--- config.mk ---
export PLATFORM = sky130hd
export DESIGN_NAME = wb_evict_buffer
export DESIGN_NICKNAME = d
export VERILOG_FILES = /design/src/rtl/wb_evict_buffer.sv
export SDC_FILE = /design/constraint.sdc
export NUM_CORES = 2
export LEC_CHECK = 0
export CORE_MARGIN = 1
export CORE_UTILIZATION = 35
export CTS_CLUSTER_DIAMETER = 150
export CTS_CLUSTER_SIZE = 12
export DETAILED_ROUTE_END_ITERATION = 8
export PLACE_DENSITY = 0.57
export SLEW_MARGIN = 20
export SYNTH_ARGS = -nofsm -noshare
export SYNTH_HDL_FRONTEND = slang
export SYNTH_SLANG_ARGS = --single-unit
--- constraint.sdc ---
create_clock -name clk -period 32.2 [get_ports clk]
set_input_delay 6.44 -clock clk [delete_from_list [all_inputs] [get_ports clk]]
set_output_delay 6.44 -clock clk [all_outputs]
set_load 0.05 [all_outputs]
--- src/rtl/wb_evict_buffer.sv ---
// Write-back eviction buffer: absorbs dirty victim lines in one cycle, drains them
// to main memory in FIFO order, and serves FILL lookups from still-buffered lines.
module wb_evict_buffer #(
   parameter int DEPTH  = 4,
   parameter int LINE_W = 256,
   parameter int ADDR_W = 26
) (
   input  logic                   clk,
   input  logic                   reset,
   input  logic                   enq_valid,
   output logic                   enq_ready,
   input  logic [ADDR_W-1:0]      enq_addr,
   input  logic [LINE_W-1:0]      enq_data,
   output logic                   mm_wr,
   output logic [ADDR_W-1:0]      mm_wr_addr,
   output logic [LINE_W-1:0]      mm_wr_data,
   input  logic                   mm_ack,
   input  logic [ADDR_W-1:0]      lk_addr,
   output logic                   lk_hit,
   output logic [LINE_W-1:0]      lk_data,
   input  logic                   flush,
   output logic                   flush_done,
   output logic [$clog2(DEPTH):0] count,
   output logic                   empty,
   output logic                   full
);
   // state | meaning
   // IDLE  | no request outstanding; one bubble cycle between writes
   // ISSUE | head entry presented on mm_wr until mm_ack
   localparam int PW = $clog2(DEPTH);
   localparam int CW = PW + 1;

   typedef enum logic {IDLE, ISSUE} state_t;
   state_t state, state_nxt;

   logic [DEPTH-1:0]  valid;
   logic [ADDR_W-1:0] addr_q [DEPTH];
   logic [LINE_W-1:0] data_q [DEPTH];
   logic [PW-1:0]     wp, rp;
   logic              flush_pend;

   logic              enq_fire, retire, coal_hit, pend_nxt, done_nxt;
   logic [PW-1:0]     coal_idx, idx_c, idx_l;
   logic [CW-1:0]     count_nxt;

   assign full       = (count == CW'(DEPTH));
   assign empty      = (count == '0);
   assign enq_ready  = !full;
   assign enq_fire   = enq_valid && enq_ready;
   assign retire     = (state == ISSUE) && mm_ack;
   assign mm_wr      = (state == ISSUE);
   assign mm_wr_addr = addr_q[rp];
   assign mm_wr_data = data_q[rp];

   // The head in ISSUE must stay stable on the bus, so it never absorbs a coalesce.
   always_comb begin
      coal_hit = 1'b0;
      coal_idx = '0;
      idx_c    = '0;
      for (int k = 0; k < DEPTH; k++) begin
         idx_c = rp + PW'(k);
         if (valid[idx_c] && addr_q[idx_c] == enq_addr && !(state == ISSUE && k == 0)) begin
            coal_hit = 1'b1;
            coal_idx = idx_c;
         end
      end
   end

   // Scan oldest to newest so the newest match wins.
   always_comb begin
      lk_hit  = 1'b0;
      lk_data = '0;
      idx_l   = '0;
      for (int k = 0; k < DEPTH; k++) begin
         idx_l = rp + PW'(k);
         if (valid[idx_l] && addr_q[idx_l] == lk_addr) begin
            lk_hit  = 1'b1;
            lk_data = data_q[idx_l];
         end
      end
   end

   always_comb begin
      state_nxt = state;
      case (state)
         IDLE:    if (!empty) state_nxt = ISSUE;
         ISSUE:   if (mm_ack) state_nxt = IDLE;
         default: state_nxt = IDLE;
      endcase
   end

   assign count_nxt = count + CW'(enq_fire && !coal_hit) - CW'(retire);
   assign pend_nxt  = flush_pend || flush;
   assign done_nxt  = pend_nxt && (count_nxt == '0) && (state_nxt == IDLE);

   always_ff @(posedge clk) begin
      if (reset) begin
         state      <= IDLE;
         wp         <= '0;
         rp         <= '0;
         count      <= '0;
         valid      <= '0;
         flush_pend <= 1'b0;
         flush_done <= 1'b0;
      end else begin
         state      <= state_nxt;
         count      <= count_nxt;
         flush_done <= done_nxt;
         flush_pend <= pend_nxt && !done_nxt;
         if (enq_fire && !coal_hit) begin
            valid[wp] <= 1'b1;
            wp        <= wp + PW'(1);
         end
         if (retire) begin
            valid[rp] <= 1'b0;
            rp        <= rp + PW'(1);
         end
      end
   end

   // Line storage is qualified by valid, so it needs no reset.
   always_ff @(posedge clk) begin
      if (enq_fire) begin
         if (coal_hit) begin
            data_q[coal_idx] <= enq_data;
         end else begin
            addr_q[wp] <= enq_addr;
            data_q[wp] <= enq_data;
         end
      end
   end
endmodule

==> impl_metrics.csv <==
group,metric,value,unit
worst_hold_path,hold_class,"reg2reg",
timing,fin_crit_sh,58.9,%
job,max_cap_viol_count,0,
synthesis,synth_edf_count,1128,
synthesis,ys_warn_count,0,
synthesis,synth.area.top_cells,"edfxtp_1 47%, mux4_2 19%, mux2i_1 8.4%, mux2_2 4.3%, o211ai_1 2.7%",
critical_path,cp_max_fo,68,
routing,vias,51500,
die,die_width,454,um
layout,area_delta_synth_final,19.1,%
timing,slew_headroom,26.5,%
critical_path,crit_chain,"clkdlybuf4s50_1 > xnor2_1 > nand4_1 > or4_1 > nor4_4 > buf_4 > buf_4 > buf_4 > nand3_1 > o211ai_1 > o21ai_1 > mux2i_1 > clkdlybuf4s50_1",
cts,htree_levels,3,
synthesis,synth_top_area_share,47.4,%
critical_path,worstPathRequired,25.76,ns
grt,grt_overflow,0,
pwr,vdd_drop_max,0.0481,mV
synthesis,synth-seq-cells,1144,
die,initial_core_util,35.3,%
timing,finalMaxSlewViolations,0,
pwr,power.density,66.4,nW/um2
placement,dpl_cell_area,82100,um2
synthesis,syn-num-nets,5765,
timing,rsz0062_at_grt,"no",
timing,min_period,18.98,ns
grt,grt_first_pass_wirelength,350,mm
pwr,power,5.65,mW
grt,grt_start_max_net_pins,153,
placement,numPortBuffers,859,
layout,layout.nets,6304,
routing,dr.pass1.iters,6,
routing,drcViolationCount,0,
synthesis,yosys.cell_count.top_type,"edfxtp_1",
grt,grt_pass1_vias,50300,
routing,drt-wirelength-per-cell,28.1,um
critical_path,cp_common_cell,"buf_4",
routing,routed_wl,245,mm
outcome,status,"complete, no violations",
layout,nFillCells,18400,
timing,tightest_slew,1.10,ns
critical_path,crit_start,"lk_addr[9]",
synthesis,ys_seq_area_share,47.8,%
layout,drive_gt1_share,18.3,%
synthesis,async_flop_share,0,%
cts,cts_hold_buffers,0,
synthesis,syn-instance-count,5441,
critical_path,critical_path_arrival,12.54,ns
critical_path,slowest_delay,0.88,ns
critical_path,r2r_slack,22.71,ns
timing,fmaxAchievable,52.7,MHz
die,fp.coreArea,203000,um2
pwr,power.leakage,24.6,nW
cts,cts_resized,0,
cts,cts_buffer_depth,3,
die,die_area,206000,um2
cts,clkLatencyLatePin,0.77,ns
routing,first_iter_violations,4388,
die,std_cell_rows,165,
die,io_pins,860,
placement,place.gp.congestion,0.935,
synthesis,syn_avg_cell_area,13.1,um2
routing,via_per_inst,5.91,
synthesis,ys_types,69,
timing,totalNegativeSetupSlack,0,ns
critical_path,endpoint_kind,"output port",
synthesis,ys.flop_type,"edfxtp_1",
synthesis,yosysTopAreaCell,"edfxtp_1",
grt,antenna_found_initial,64,
cts,cts_tree,"done",
critical_path,reg2reg_depth,16,
cts,postCtsSetupBuffers,0,
layout,finalInstanceArea,85100,um2
cts,root_buffer,"clkbuf_16",
grt,grtUsageTotal,22.9,%
critical_path,r2r_end,"data_q[1][109]",
timing,setup_viol,0,
routing,ant_nets,0,
timing,hold_viol,0,
cts,clk_pin_slew,0.07,ns
synthesis,synthTopCellsByCount,"1128 x edfxtp_1, 600 x mux2i_1, 592 x mux4_2, 359 x clkbuf_1, 288 x o21ai_0",
synthesis,syn_area,71500,um2
cts,cts.sinks,1144,
placement,dpl.hpwl,164,mm
timing,fin_skew,0.0302,ns
critical_path,cp_slowest_cell,"clkdlybuf4s50_1",
cts,numCtsBuffers,106,
critical_path,crit_type,"in2out",
critical_path,start_kind,"primary input",
die,die_y,454,um
critical_path,r2r-start,"rp[1]",
critical_path,endpoint,"lk_data[121]",
[stage by stage]
| step | std cells | utilization, % | hold slack [ns] | setup WS [ns] |
|---|---|---|---|---|
| finish | 8718 | 42.0 | 0.536 | 13.22 |
| CTS | 8669 | 42.0 | 0.533 | 13.36 |
| global placement | 8543 | 40.5 | 0.503 | 13.28 |
| detailed placement | 8543 | 40.5 | 0.523 | 13.38 |
| floorplan | 5441 | - | 0.474 | 5.40 |
| global route | 8716 | 42.0 | 0.582 | 13.12 |
[cells by family (layout without fill, tap and decap cells)]
group / Yosys count / in the layout / synth area share [%]
buffers and inverters: 546 / 1103 / 3.22
and+or+nand+nor: 974 / 974 / 6.12
muxes: 1467 / 1467 / 31.4
adders and majority gates: 11 / 11 / 0.203
DFF: 1144 / 1144 / 47.8
AOI/OAI and AO/OA: 1112 / 1112 / 8.97
xor gates and xnor gates: 187 / 187 / 2.29
other: 0 / 48 / 0
[cell usage in the layout (no fill, tap or decap), types with 107 or more instances in the layout]
master / instances
xnor2_1: 147
o211ai_1: 259
nand2_1: 287
o21ai_0: 288
nor2_1: 281
mux2i_1: 600
mux4_2: 592
nand3_1: 269
mux2_2: 275
edfxtp_1: 1128
a21oi_1: 269
clkdlybuf4s50_1: 859
o21ai_1: 229
clkbuf_16: 107
[area by class of cell]
class,instances,area [um2],share of cell area [%]
Tap cell,2672,3340,3.93
Sequential cell,1144,34200,40.2
Clock buffer,117,2720,3.19
Clock inverter,9,159,0.187
Inverter,22,82.6,0.0970
Multi-Input combinational cell,3751,35100,41.2
Antenna cell,48,120,0.141
Timing Repair Buffer,955,9440,11.1
[sequential cells by signal, summed over array words and instances (netlist names), named ones only]
register    cells
wp              2
mm_wr           1
count           3
flush_pend      1
valid           4
addr_q        104
data_q       1024
flush_done      1
rp              2
[critical path: cells and delay by family]
| kind | cells | cell delay [ns] |
|---|---|---|
| xor+xnor | 1 | 0.29 |
| simple gates | 4 | 1.26 |
| buf+inv | 5 | 3.67 |
| mux | 1 | 0.33 |
| compound gates | 2 | 0.21 |
[worst min path at each step]
stage | from | slack, ns | end | cells past startpoint
after floorplan | flush_pend | 0.47 | flush_pend | 2
after global placement | flush_pend | 0.50 | flush_pend | 2
after detailed placement | flush_pend | 0.52 | flush_pend | 2
after CTS | flush_pend | 0.53 | flush_pend | 2
after global routing | valid[1] | 0.58 | valid[1] | 1
final | flush_pend | 0.54 | flush_pend | 2
[power breakdown]
part	leakage (nW)	switching (mW)	internal [mW]	total (mW)
logic	12.8	1.59	0.963	2.55
clock network	1.40	0.559	0.600	1.16
registers	10.5	0.109	1.83	1.94
[per-layer routing]
| layer | up-vias | global-route usage (%) | wire, um |
|---|---|---|---|
| met3 | 449 | 3.77 | 14500 |
| met5 | - | 0 | 115 |
| met2 | 1906 | 38.0 | 121000 |
| met1 | 26400 | 28.0 | 95100 |
| met4 | 16 | 13.6 | 14100 |
| li1 | 22800 | - | - |
No activity file was read; power rests on OpenSTA's default activity.
